$ cat src/rtl/first_system_stream_if.sv
// Handshake and data bundle for first_system_stream.
// The master drives operands and out_ready; the slave returns results, occupancy and the transfer count.
interface first_system_stream_if #(
    parameter int WIDTH = 8,
    parameter int DEPTH = 4,
    parameter int CNT_W = 16
);
    logic                     in_valid;
    logic                     in_ready;
    logic [WIDTH-1:0]         in1;
    logic [WIDTH-1:0]         in2;
    logic [1:0]               mode;
    logic                     out_valid;
    logic                     out_ready;
    logic [WIDTH-1:0]         out1;
    logic [WIDTH-1:0]         out2;
    logic [$clog2(DEPTH):0]   level;
    logic [CNT_W-1:0]         xfer_cnt;

    modport master (
        output in_valid, in1, in2, mode, out_ready,
        input  in_ready, out_valid, out1, out2, level, xfer_cnt
    );

    modport slave (
        input  in_valid, in1, in2, mode, out_ready,
        output in_ready, out_valid, out1, out2, level, xfer_cnt
    );
endinterface

$ cat src/rtl/first_system_stream.sv
// Operand-pair stream processor: a mode-selected bitwise/add function whose results queue
// in a DEPTH-entry circular FIFO, giving one cycle of latency and a saturating transfer count.
module first_system_stream #(
    parameter int WIDTH = 8,
    parameter int DEPTH = 4,
    parameter int CNT_W = 16
) (
    input  logic clk,
    input  logic rst_n,
    first_system_stream_if.slave bus
);
    localparam int PTR_W = $clog2(DEPTH);
    localparam int LVL_W = PTR_W + 1;
    localparam logic [LVL_W-1:0] LVL_FULL = LVL_W'(DEPTH);
    localparam logic [LVL_W-1:0] LVL_ZERO = {LVL_W{1'b0}};
    localparam logic [LVL_W-1:0] LVL_ONE  = LVL_W'(1);
    localparam logic [PTR_W-1:0] PTR_ONE  = PTR_W'(1);
    localparam logic [CNT_W-1:0] CNT_MAX  = {CNT_W{1'b1}};
    localparam logic [CNT_W-1:0] CNT_ONE  = CNT_W'(1);

    function automatic logic [2*WIDTH-1:0] calc_result(
        input logic [WIDTH-1:0] a,
        input logic [WIDTH-1:0] b,
        input logic [1:0]       m
    );
        logic [WIDTH:0]       sum;
        logic [2*WIDTH-1:0]   res;
        sum = {1'b0, a} + {1'b0, b};
        case (m)
            2'b00:   res = {(a & b) ^ (a | b), ~b};
            2'b01:   res = {a & b, a | b};
            2'b10:   res = {~(a ^ b), ~a};
            2'b11:   res = {sum[WIDTH-1:0], WIDTH'(sum[WIDTH])};
            default: res = {(2*WIDTH){1'b0}};
        endcase
        return res;
    endfunction

    logic [2*WIDTH-1:0] r_mem [DEPTH];
    logic [PTR_W-1:0]   r_wr_ptr;
    logic [PTR_W-1:0]   r_rd_ptr;
    logic [LVL_W-1:0]   r_level;
    logic [CNT_W-1:0]   r_xfer_cnt;

    logic               w_in_ready;
    logic               w_out_valid;
    logic               w_push;
    logic               w_pop;
    logic [2*WIDTH-1:0] w_result;
    logic [2*WIDTH-1:0] w_head;

    // Handshake qualification; in_ready deliberately ignores out_ready so a full FIFO never accepts.
    always_comb begin
        w_in_ready  = rst_n && (r_level != LVL_FULL);
        w_out_valid = rst_n && (r_level != LVL_ZERO);
        w_push      = bus.in_valid && w_in_ready;
        w_pop       = w_out_valid && bus.out_ready;
        w_result    = calc_result(bus.in1, bus.in2, bus.mode);
        if (w_out_valid) begin
            w_head = r_mem[r_rd_ptr];
        end else begin
            w_head = {(2*WIDTH){1'b0}};
        end
    end

    // Result storage; entries are only observable through level, so they need no reset.
    always_ff @(posedge clk) begin
        if (w_push) begin
            r_mem[r_wr_ptr] <= w_result;
        end
    end

    // Pointers, occupancy and the saturating transfer counter.
    always_ff @(posedge clk) begin
        if (!rst_n) begin
            r_wr_ptr   <= {PTR_W{1'b0}};
            r_rd_ptr   <= {PTR_W{1'b0}};
            r_level    <= LVL_ZERO;
            r_xfer_cnt <= {CNT_W{1'b0}};
        end else begin
            if (w_push) begin
                r_wr_ptr <= r_wr_ptr + PTR_ONE;
            end
            if (w_pop) begin
                r_rd_ptr <= r_rd_ptr + PTR_ONE;
            end
            if (w_push && !w_pop) begin
                r_level <= r_level + LVL_ONE;
            end else if (w_pop && !w_push) begin
                r_level <= r_level - LVL_ONE;
            end
            if (w_pop && (r_xfer_cnt != CNT_MAX)) begin
                r_xfer_cnt <= r_xfer_cnt + CNT_ONE;
            end
        end
    end

    assign bus.in_ready  = w_in_ready;
    assign bus.out_valid = w_out_valid;
    assign bus.out1      = w_head[2*WIDTH-1:WIDTH];
    assign bus.out2      = w_head[WIDTH-1:0];
    assign bus.level     = r_level;
    assign bus.xfer_cnt  = r_xfer_cnt;
endmodule
$ cat src/flat_wrapper.sv
// flat-port wrapper written by rule: the top's interface ports become plain ports
module first_system_stream_flat 
#(
    parameter int WIDTH = 8,
    parameter int DEPTH = 4,
    parameter int CNT_W = 16
)
  (clk, rst_n, bus_in_valid, bus_in1, bus_in2, bus_mode, bus_out_ready, bus_in_ready, bus_out_valid, bus_out1, bus_out2, bus_level, bus_xfer_cnt);
  first_system_stream_if #(.WIDTH(WIDTH), .DEPTH(DEPTH), .CNT_W(CNT_W)) bus_i ();
  input  logic clk;
  input  logic rst_n;
  input wire logic [$bits(bus_i.in_valid)-1:0] bus_in_valid;
  input wire logic [$bits(bus_i.in1)-1:0] bus_in1;
  input wire logic [$bits(bus_i.in2)-1:0] bus_in2;
  input wire logic [$bits(bus_i.mode)-1:0] bus_mode;
  input wire logic [$bits(bus_i.out_ready)-1:0] bus_out_ready;
  output wire logic [$bits(bus_i.in_ready)-1:0] bus_in_ready;
  output wire logic [$bits(bus_i.out_valid)-1:0] bus_out_valid;
  output wire logic [$bits(bus_i.out1)-1:0] bus_out1;
  output wire logic [$bits(bus_i.out2)-1:0] bus_out2;
  output wire logic [$bits(bus_i.level)-1:0] bus_level;
  output wire logic [$bits(bus_i.xfer_cnt)-1:0] bus_xfer_cnt;
  assign bus_i.in_valid = bus_in_valid;
  assign bus_i.in1 = bus_in1;
  assign bus_i.in2 = bus_in2;
  assign bus_i.mode = bus_mode;
  assign bus_i.out_ready = bus_out_ready;
  assign bus_in_ready = bus_i.in_ready;
  assign bus_out_valid = bus_i.out_valid;
  assign bus_out1 = bus_i.out1;
  assign bus_out2 = bus_i.out2;
  assign bus_level = bus_i.level;
  assign bus_xfer_cnt = bus_i.xfer_cnt;
  first_system_stream #(.WIDTH(WIDTH), .DEPTH(DEPTH), .CNT_W(CNT_W)) u_core (.clk(clk), .rst_n(rst_n), .bus(bus_i));
endmodule
$ cat config.mk
export PLATFORM = sky130hd
export DESIGN_NAME = first_system_stream_flat
export DESIGN_NICKNAME = d
export VERILOG_FILES = /design/src/rtl/first_system_stream_if.sv /design/src/rtl/first_system_stream.sv /design/src/flat_wrapper.sv
export SDC_FILE = /design/constraint.sdc
export NUM_CORES = 1
export LEC_CHECK = 0
export CELL_PAD_IN_SITES_DETAIL_PLACEMENT = 0
export CELL_PAD_IN_SITES_GLOBAL_PLACEMENT = 1
export CORE_ASPECT_RATIO = 1.2
export CORE_MARGIN = 4
export CORE_UTILIZATION = 35
export CTS_CLUSTER_SIZE = 8
export DETAILED_ROUTE_END_ITERATION = 8
export MAX_ROUTING_LAYER = met4
export PLACE_DENSITY_LB_ADDON = 0.08
export SYNTH_ARGS = -nofsm -noshare
export SYNTH_HDL_FRONTEND = slang
export SYNTH_SLANG_ARGS = --single-unit
$ cat constraint.sdc
create_clock -name clk -period 2.95 [get_ports clk]
set_clock_uncertainty 0.15 [all_clocks]
set_input_delay 0.4425 -clock clk [delete_from_list [all_inputs] [get_ports clk]]
set_output_delay 0.4425 -clock clk [all_outputs]
set_load 0.01 [all_outputs]
==> impl_metrics.xml, run 1 <==
<?xml version="1.0" encoding="UTF-8"?>
<metrics>
  <group name="critical_path">
    <metric name="worst_setup_path_end_kind" unit="">output port</metric>
    <metric name="cp.buffers_inverters" unit="">4</metric>
    <metric name="critical_path_arrival" unit="ps">2160</metric>
    <metric name="worst_path_most_repeated_cell" unit="">sky130_fd_sc_hd__clkdlybuf4s50_1</metric>
    <metric name="crit_family" unit="">buffers and inverters</metric>
    <metric name="regToRegSetupSlack" unit="ps">460</metric>
    <metric name="critical_path.max_stage_delay" unit="ps">540</metric>
    <metric name="crit_type" unit="">in -&gt; out</metric>
    <metric name="timing.critical_path.required" unit="ps">2360</metric>
    <metric name="startpoint_type" unit="">primary input</metric>
    <metric name="worstPathMaxFanout" unit="">17</metric>
    <metric name="critical_path.cell_chain" unit="">clkdlybuf4s50_1 -&gt; buf_4 -&gt; o31a_1 -&gt; buf_12 -&gt; and2_1 -&gt; clkdlybuf4s50_1</metric>
    <metric name="worst_path_max_delay_cell" unit="">sky130_fd_sc_hd__clkdlybuf4s50_1</metric>
  </group>
  <group name="synthesis">
    <metric name="synth_compound_gate_area_share" unit="">0.07585</metric>
    <metric name="synth.yosys.seq_area_share" unit="">0.5320</metric>
    <metric name="synth-seq-cells" unit="">89</metric>
    <metric name="post_synth_mux_area_share" unit="">0.1193</metric>
    <metric name="post_synth_num_cell_types" unit="">47</metric>
    <metric name="synth_top_family_by_area" unit="">simple AND/OR/NAND/NOR gates</metric>
    <metric name="cell_count_after_synthesis" unit="">351</metric>
    <metric name="synth-edff-count" unit="">64</metric>
    <metric name="synth.net_count" unit="">397</metric>
    <metric name="synthesis.yosys.warnings" unit="">0</metric>
    <metric name="synth_async_sr_flop_share" unit="">0</metric>
    <metric name="post_synth_xor_area_fraction" unit="">0.03655</metric>
    <metric name="syn_area" unit="sq mm">0.004553</metric>
    <metric name="synth_adder_area_share" unit="">0.06760</metric>
    <metric name="post_synth.cell_area_avg" unit="sq um">12.97</metric>
    <metric name="postSynth.topFlopCell" unit="">sky130_fd_sc_hd__edfxtp_1</metric>
    <metric name="synth_simple_gate_area_share" unit="">0.1355</metric>
  </group>
  <group name="timing">
    <metric name="finalWorstPathRequiredPeriod" unit="ps">2749</metric>
    <metric name="timing.final.crit_share" unit="">0.9319</metric>
    <metric name="fmaxAchievable" unit="MHz">363.8</metric>
    <metric name="tightestPinTransition" unit="ps">558.7</metric>
    <metric name="slew_headroom" unit="">0.6275</metric>
    <metric name="finalSetupViolations" unit="">0</metric>
    <metric name="report.final.slew_viol_count" unit="">0</metric>
    <metric name="hold-worst-slack" unit="ps">338.4</metric>
    <metric name="setup_slack" unit="ps">200.9</metric>
    <metric name="final_total_negative_setup_slack" unit="ps">0</metric>
    <metric name="grt_setup_unrepaired" unit="">false</metric>
    <metric name="hold_violations" unit="">0</metric>
  </group>
  <group name="run">
    <metric name="cap_violations" unit="">0</metric>
  </group>
  <group name="detailed_routing">
    <metric name="iteration_count_of_the_initial_detailed_routing_pass" unit="">5</metric>
    <metric name="drt_iter0_drc" unit="">125</metric>
    <metric name="routed_via_density" unit="">4.953</metric>
    <metric name="via_count" unit="">2922</metric>
    <metric name="drt-wirelength-per-cell" unit="microns">16.59</metric>
    <metric name="number_of_nets_with_antenna_violations_after_detailed_routing" unit="">0</metric>
    <metric name="wirelength" unit="microns">9787</metric>
    <metric name="drc" unit="">0</metric>
  </group>
  <group name="place">
    <metric name="routability_cong" unit="">0.7733</metric>
    <metric name="placed_cells_incl_taps" unit="">574</metric>
    <metric name="hpwl_detailed" unit="microns">6845</metric>
    <metric name="place_worst_setup_slack" unit="ps">57.92</metric>
    <metric name="port_buffers" unit="">58</metric>
  </group>
  <group name="clock_network">
    <metric name="cts_made_buffers" unit="">9</metric>
    <metric name="postCtsSetupRepairBufs" unit="">0</metric>
    <metric name="cts_tree" unit="">built</metric>
    <metric name="cts_resized" unit="">0</metric>
    <metric name="ctsLongestPathBuffers" unit="">2</metric>
    <metric name="clockRootBuffer" unit="">sky130_fd_sc_hd__clkbuf_16</metric>
    <metric name="clkLatencyLatePin" unit="ps">340</metric>
    <metric name="clk_pin_slew_worst_paths" unit="ps">70</metric>
    <metric name="post_cts_hold_buffer_count" unit="">0</metric>
    <metric name="cts_sinks" unit="">89</metric>
    <metric name="htree_levels" unit="">3</metric>
  </group>
  <group name="finish">
    <metric name="layout_commonest_cell" unit="">sky130_fd_sc_hd__edfxtp_1</metric>
    <metric name="drive_above_1_share" unit="">0.1549</metric>
    <metric name="finish.utilization" unit="">0.4488</metric>
    <metric name="layout.cells.most_common_list" unit="">sky130_fd_sc_hd__edfxtp_1 (64), sky130_fd_sc_hd__clkdlybuf4s50_1 (58), sky130_fd_sc_hd__nand2_1 (29)</metric>
    <metric name="syn2layout_area_growth" unit="%">25.42</metric>
    <metric name="antenna_cells" unit="">0</metric>
    <metric name="filler_cell_count" unit="">1217</metric>
    <metric name="final_cell_count_no_fill" unit="">590</metric>
    <metric name="final_net_count" unit="">467</metric>
  </group>
  <group name="grt">
    <metric name="largest_net_degree_at_the_start_of_global_routing" unit="">24</metric>
    <metric name="number_of_antenna_violations_at_the_first_check_in_global_routing" unit="">0</metric>
    <metric name="grt_pass1_vias" unit="">3067</metric>
    <metric name="grt_pass1_wl" unit="microns">16220</metric>
    <metric name="grt_usage" unit="">0.1437</metric>
    <metric name="grt_overflow" unit="">0</metric>
  </group>
  <group name="floorplanning">
    <metric name="floorplan.die_area" unit="sq mm">0.01491</metric>
    <metric name="floorplan.die.width" unit="microns">112.1</metric>
    <metric name="floorplan.initialDensity" unit="">0.3578</metric>
    <metric name="floorplan.core_area" unit="sq mm">0.01272</metric>
    <metric name="io_pins" unit="">59</metric>
    <metric name="die_y" unit="microns">132.9</metric>
    <metric name="num_rows" unit="">45</metric>
  </group>
  <group name="power_and_ir_drop">
    <metric name="power_per_cell_area" unit="mW/mm^2">608.5</metric>
    <metric name="leak_pwr" unit="nW">2.102</metric>
    <metric name="peakVddDrop" unit="mV">0.2835</metric>
  </group>
  <group name="run_status">
    <metric name="outcome" unit="">finished clean</metric>
  </group>
  <group name="worst_hold_path">
    <metric name="class_of_the_worst_hold_path" unit="">reg -&gt; reg</metric>
  </group>
</metrics>
power by group:
part / switching (mW) / internal, mW / total, mW
clock network: 0.517 / 0.597 / 1.11
logic: 0.396 / 0.459 / 0.855
registers: 0.0589 / 1.45 / 1.51
metal layers:
| layer | routed length, microns | up-vias | track usage |
|---|---|---|---|
| li1 | - | 1421 | - |
| met1 | 4184 | 1417 | 0.1735 |
| met2 | 4881 | 67 | 0.2326 |
| met3 | 474 | 17 | 0.03339 |
| met4 | 247 | 0 | 0.05745 |
| met5 | 0 | - | - |
metrics by stage:
step                      instance area, sq um  total power, mW
after floorplan                           4553            2.007
after global placement                    5411            2.404
after detailed placement                  5411            2.412
after CTS                                 5710            3.551
after global routing                      5710            3.680
final                                     5710            3.475
layout make-up:
cell class | instances | area [sq um] | area share
Clock buffer | 9 | 225.2 | 0.03944
Multi-Input combinational cell | 225 | 1979 | 0.3466
Inverter | 23 | 86.33 | 0.01512
Timing Repair Buffer | 73 | 718.2 | 0.1258
Sequential cell | 89 | 2422 | 0.4242
Tap cell | 164 | 205.2 | 0.03593
Clock inverter | 7 | 73.82 | 0.01293
path summary, 6_finish.rpt:
kind | startpoint | endpoint | cells after the start
max | rst_n | bus_out1[7] | 6
min | u_core.bus.xfer_cnt[1] | u_core.bus.xfer_cnt[1] | 2
max reg2reg | u_core.bus.level[0] | u_core.bus.level[2] | 9
min reg2reg | u_core.bus.xfer_cnt[1] | u_core.bus.xfer_cnt[1] | 2
cell families after synthesis:
group,count (synthesis)
multiplexers,33
AO/OA/AOI/OAI,50
adder cells (fa/ha/maj),24
flip-flops,89
buffers and inverters,37
XOR/XNOR,19
AND/OR/NAND/NOR,99
worst min-delay path, delay by kind of cell, from the launching register on:
| family | cells | cell delay, ps |
|---|---|---|
| flip-flops | 1 | 340 |
| AND/OR/NAND/NOR | 1 | 60 |
| AO/OA/AOI/OAI | 1 | 50 |
synthesized netlist by cell type (2+ instances only):
master                     instances  area share
sky130_fd_sc_hd__nand4_2           2      0.0055
sky130_fd_sc_hd__buf_4             2      0.0033
sky130_fd_sc_hd__buf_2             4      0.0044
sky130_fd_sc_hd__nor3_2            6       0.013
sky130_fd_sc_hd__nand2b_1          3      0.0041
sky130_fd_sc_hd__or3_1             3      0.0041
sky130_fd_sc_hd__mux4_2           17       0.084
sky130_fd_sc_hd__nor2_1            2      0.0016
sky130_fd_sc_hd__o21ai_0          18       0.020
sky130_fd_sc_hd__a21boi_1          2      0.0033
sky130_fd_sc_hd__dfxtp_1          25        0.11
sky130_fd_sc_hd__edfxtp_1         64        0.42
sky130_fd_sc_hd__nor2b_1           5      0.0069
sky130_fd_sc_hd__o21ai_1           5      0.0055
sky130_fd_sc_hd__xnor2_1           7       0.013
sky130_fd_sc_hd__a211oi_1          5      0.0082
sky130_fd_sc_hd__and2_1           28       0.038
sky130_fd_sc_hd__a21oi_1           4      0.0044
sky130_fd_sc_hd__o21bai_1          2      0.0033
sky130_fd_sc_hd__clkbuf_1          7      0.0058
sky130_fd_sc_hd__ha_1             23       0.063
sky130_fd_sc_hd__nand2_1          29       0.024
sky130_fd_sc_hd__o22ai_1           7      0.0096
sky130_fd_sc_hd__xor2_1           12       0.023
sky130_fd_sc_hd__inv_2             2      0.0016
sky130_fd_sc_hd__and3_1            5      0.0069
sky130_fd_sc_hd__inv_1            21       0.017
sky130_fd_sc_hd__mux2i_1          16       0.035
sky130_fd_sc_hd__nand3_1           7      0.0077
registers in the layout, indices dropped and copies added, names as in the netlist, named ones only:
register	cells
u_core.bus.level	3
u_core.bus.xfer_cnt	16
u_core.r_mem	64
u_core.r_rd_ptr	2
u_core.r_wr_ptr	2
Power figures use the tool's default switching activity.
==> run 2, diff against run 1 <==
CORE_UTILIZATION = 40   (was 35)
CTS_BUF_LIST = sky130_fd_sc_hd__clkbuf_4 sky130_fd_sc_hd__clkbuf_8   (was unset)
==> run 2 against run 1 <==
- worst hold slack barely moved
- first-iteration DRC count fell by 18%
- sequential power barely moved
- maximum frequency rose by 1.8%
- die area fell by 12%
- cell count fell by 2.0%
- register-to-register slack got worse by 40 ps
- via count fell by 1.8%
- utilization rose by 5.9 points
- worst setup slack improved by 49 ps
- flip-flop and latch count did not move
- largest cell class unchanged
- largest power group unchanged
- highest routed layer unchanged
==> impl_metrics.xml, run 2 (synthesis results as in run 1) <==
<?xml version="1.0" encoding="UTF-8"?>
<metrics>
  <group name="run_status">
    <metric name="outcome" unit="">finished clean</metric>
  </group>
  <group name="finish">
    <metric name="final_cell_count_no_fill" unit="">578</metric>
    <metric name="antenna_cells" unit="">0</metric>
    <metric name="final_net_count" unit="">465</metric>
    <metric name="finish.utilization" unit="">0.5074</metric>
    <metric name="drive_above_1_share" unit="">0.1509</metric>
    <metric name="multiInputGateArea" unit="sq mm">0.001979</metric>
    <metric name="number_of_flip_flops_in_the_largest_register" unit="">64</metric>
    <metric name="layout.cells.most_common_list" unit="">sky130_fd_sc_hd__edfxtp_1 (64), sky130_fd_sc_hd__clkdlybuf4s50_1 (58), sky130_fd_sc_hd__nand2_1 (29)</metric>
    <metric name="top_register" unit="">u_core.r_mem</metric>
    <metric name="syn2layout_area_growth" unit="%">23.58</metric>
    <metric name="layout_commonest_cell" unit="">sky130_fd_sc_hd__edfxtp_1</metric>
    <metric name="filler_cell_count" unit="">992</metric>
    <metric name="regArea" unit="sq mm">0.002422</metric>
  </group>
  <group name="grt">
    <metric name="number_of_antenna_violations_at_the_first_check_in_global_routing" unit="">0</metric>
    <metric name="grt_pass1_vias" unit="">3030</metric>
    <metric name="grt_pass1_wl" unit="microns">15860</metric>
    <metric name="grt_overflow" unit="">0</metric>
    <metric name="grt_usage" unit="">0.1588</metric>
    <metric name="largest_net_degree_at_the_start_of_global_routing" unit="">22</metric>
  </group>
  <group name="run">
    <metric name="cap_violations" unit="">0</metric>
  </group>
  <group name="clock_network">
    <metric name="post_cts_hold_buffer_count" unit="">0</metric>
    <metric name="clk_pin_slew_worst_paths" unit="ps">80</metric>
    <metric name="cts_made_buffers" unit="">9</metric>
    <metric name="ctsLongestPathBuffers" unit="">2</metric>
    <metric name="htree_levels" unit="">3</metric>
    <metric name="postCtsSetupRepairBufs" unit="">0</metric>
    <metric name="clockRootBuffer" unit="">sky130_fd_sc_hd__clkbuf_8</metric>
    <metric name="cts_resized" unit="">0</metric>
    <metric name="cts_sinks" unit="">89</metric>
    <metric name="clkLatencyLatePin" unit="ps">350</metric>
    <metric name="cts_tree" unit="">built</metric>
  </group>
  <group name="timing">
    <metric name="tightestPinTransition" unit="ps">513.1</metric>
    <metric name="timing.final.crit_share" unit="">0.9151</metric>
    <metric name="slew_headroom" unit="">0.6543</metric>
    <metric name="final_total_negative_setup_slack" unit="ps">0</metric>
    <metric name="hold_violations" unit="">0</metric>
    <metric name="finalSetupViolations" unit="">0</metric>
    <metric name="finalWorstPathRequiredPeriod" unit="ps">2700</metric>
    <metric name="report.final.slew_viol_count" unit="">0</metric>
    <metric name="fmaxAchievable" unit="MHz">370.4</metric>
    <metric name="grt_setup_unrepaired" unit="">false</metric>
  </group>
  <group name="power_and_ir_drop">
    <metric name="leak_pwr" unit="nW">2.076</metric>
    <metric name="power_per_cell_area" unit="mW/mm^2">593.4</metric>
    <metric name="pwr-share-clk" unit="">0.297</metric>
    <metric name="share_seq_of_total_power" unit="">0.451</metric>
    <metric name="p_int" unit="mW">2.484</metric>
    <metric name="switchingPower" unit="mW">0.8546</metric>
    <metric name="gate_power_share" unit="">0.252</metric>
    <metric name="peakVddDrop" unit="mV">0.3287</metric>
    <metric name="switching_share" unit="">0.2560</metric>
  </group>
  <group name="detailed_routing">
    <metric name="routed_via_density" unit="">4.965</metric>
    <metric name="drt-wirelength-per-cell" unit="microns">16.41</metric>
    <metric name="wirelength" unit="microns">9485</metric>
    <metric name="iteration_count_of_the_initial_detailed_routing_pass" unit="">4</metric>
    <metric name="via_count" unit="">2870</metric>
    <metric name="drc" unit="">0</metric>
    <metric name="drt_iter0_drc" unit="">102</metric>
    <metric name="number_of_nets_with_antenna_violations_after_detailed_routing" unit="">0</metric>
  </group>
  <group name="floorplanning">
    <metric name="num_rows" unit="">42</metric>
    <metric name="floorplan.die_area" unit="sq mm">0.01316</metric>
    <metric name="floorplan.die.width" unit="microns">105.4</metric>
    <metric name="io_pins" unit="">59</metric>
    <metric name="floorplan.core_area" unit="sq mm">0.01109</metric>
    <metric name="floorplan.initialDensity" unit="">0.4106</metric>
    <metric name="die_y" unit="microns">124.9</metric>
  </group>
  <group name="worst_hold_path">
    <metric name="class_of_the_worst_hold_path" unit="">reg -&gt; reg</metric>
  </group>
  <group name="place">
    <metric name="placed_cells_incl_taps" unit="">562</metric>
    <metric name="hpwl_detailed" unit="microns">6655</metric>
    <metric name="routability_cong" unit="">0.8191</metric>
    <metric name="port_buffers" unit="">58</metric>
  </group>
  <group name="critical_path">
    <metric name="regToRegSetupSlack" unit="ps">420</metric>
    <metric name="startpoint_type" unit="">primary input</metric>
    <metric name="worst_setup_path_end_kind" unit="">output port</metric>
    <metric name="crit_type" unit="">in -&gt; out</metric>
    <metric name="critical_path_arrival" unit="ps">2110</metric>
    <metric name="timing.critical_path.required" unit="ps">2360</metric>
    <metric name="worstPathMaxFanout" unit="">17</metric>
  </group>
</metrics>
[run 2: cell count changes in the layout (fill, tap and decap cells not counted)]
cell	change
sky130_fd_sc_hd__clkbuf_16	-9
sky130_fd_sc_hd__clkbuf_4	+2
sky130_fd_sc_hd__inv_8	-3
sky130_fd_sc_hd__clkinv_2	+1
sky130_fd_sc_hd__clkinv_8	-1
sky130_fd_sc_hd__clkinvlp_4	-2
sky130_fd_sc_hd__clkbuf_8	+9
sky130_fd_sc_hd__bufinv_16	+3
sky130_fd_sc_hd__buf_4	-2
[run 2: critical path: stages]
cell,delay [ps]
sky130_fd_sc_hd__clkdlybuf4s50_1,490
sky130_fd_sc_hd__buf_4,150
sky130_fd_sc_hd__o31a_1,200
sky130_fd_sc_hd__buf_12,150
sky130_fd_sc_hd__and2_1,130
sky130_fd_sc_hd__clkdlybuf4s50_1,550
[run 2: layout make-up]
type	count	area share
timing repair buffer	71	0.1250
sequential	89	0.4305
clock inverter	5	0.01846
inverter	23	0.01534
multi-input combinational	225	0.3518
clock buffer	11	0.02468
tap	154	0.03425
[run 2: worst paths after layout]
check,cells past startpoint,end,start
hold reg to reg,2,u_core.bus.xfer_cnt[1],u_core.bus.xfer_cnt[1]
setup reg to reg,9,u_core.bus.level[2],u_core.bus.level[0]
setup / recovery,6,bus_out2[0],rst_n
hold / removal,2,u_core.bus.xfer_cnt[1],u_core.bus.xfer_cnt[1]
[run 2: per-stage QoR]
stage                     hold slack, ps  setup slack, ps  total power, mW  instance area [sq um]
after floorplan                    319.0            342.5            2.007                   4553
after global placement             316.6            141.0            2.386                   5384
after detailed placement           329.4            56.33            2.400                   5384
after CTS                          340.9            209.2            3.409                   5627
after global routing               365.6            154.1            3.544                   5627
final                              338.4            250.3            3.339                   5627
[run 2: power by group through the flow]
stage          Combinational [mW]  Clock, mW  Sequential [mW]
2_1_floorplan               0.476          0             1.53
3_3_place_gp                0.852          0             1.53
3_5_place_dp                0.864          0             1.54
4_1_cts                     0.866       1.04             1.51
5_1_grt                     0.929       1.09             1.52
6_report                    0.842      0.992             1.51
[run 2: routing by layer]
| metal | global-route usage | share of wire |
|---|---|---|
| met2 | 0.2545 | 0.50 |
| met1 | 0.1995 | 0.45 |
| met3 | 0.03577 | 0.040 |
| met4 | 0.05174 | 0.0015 |
| met5 | - | 0 |
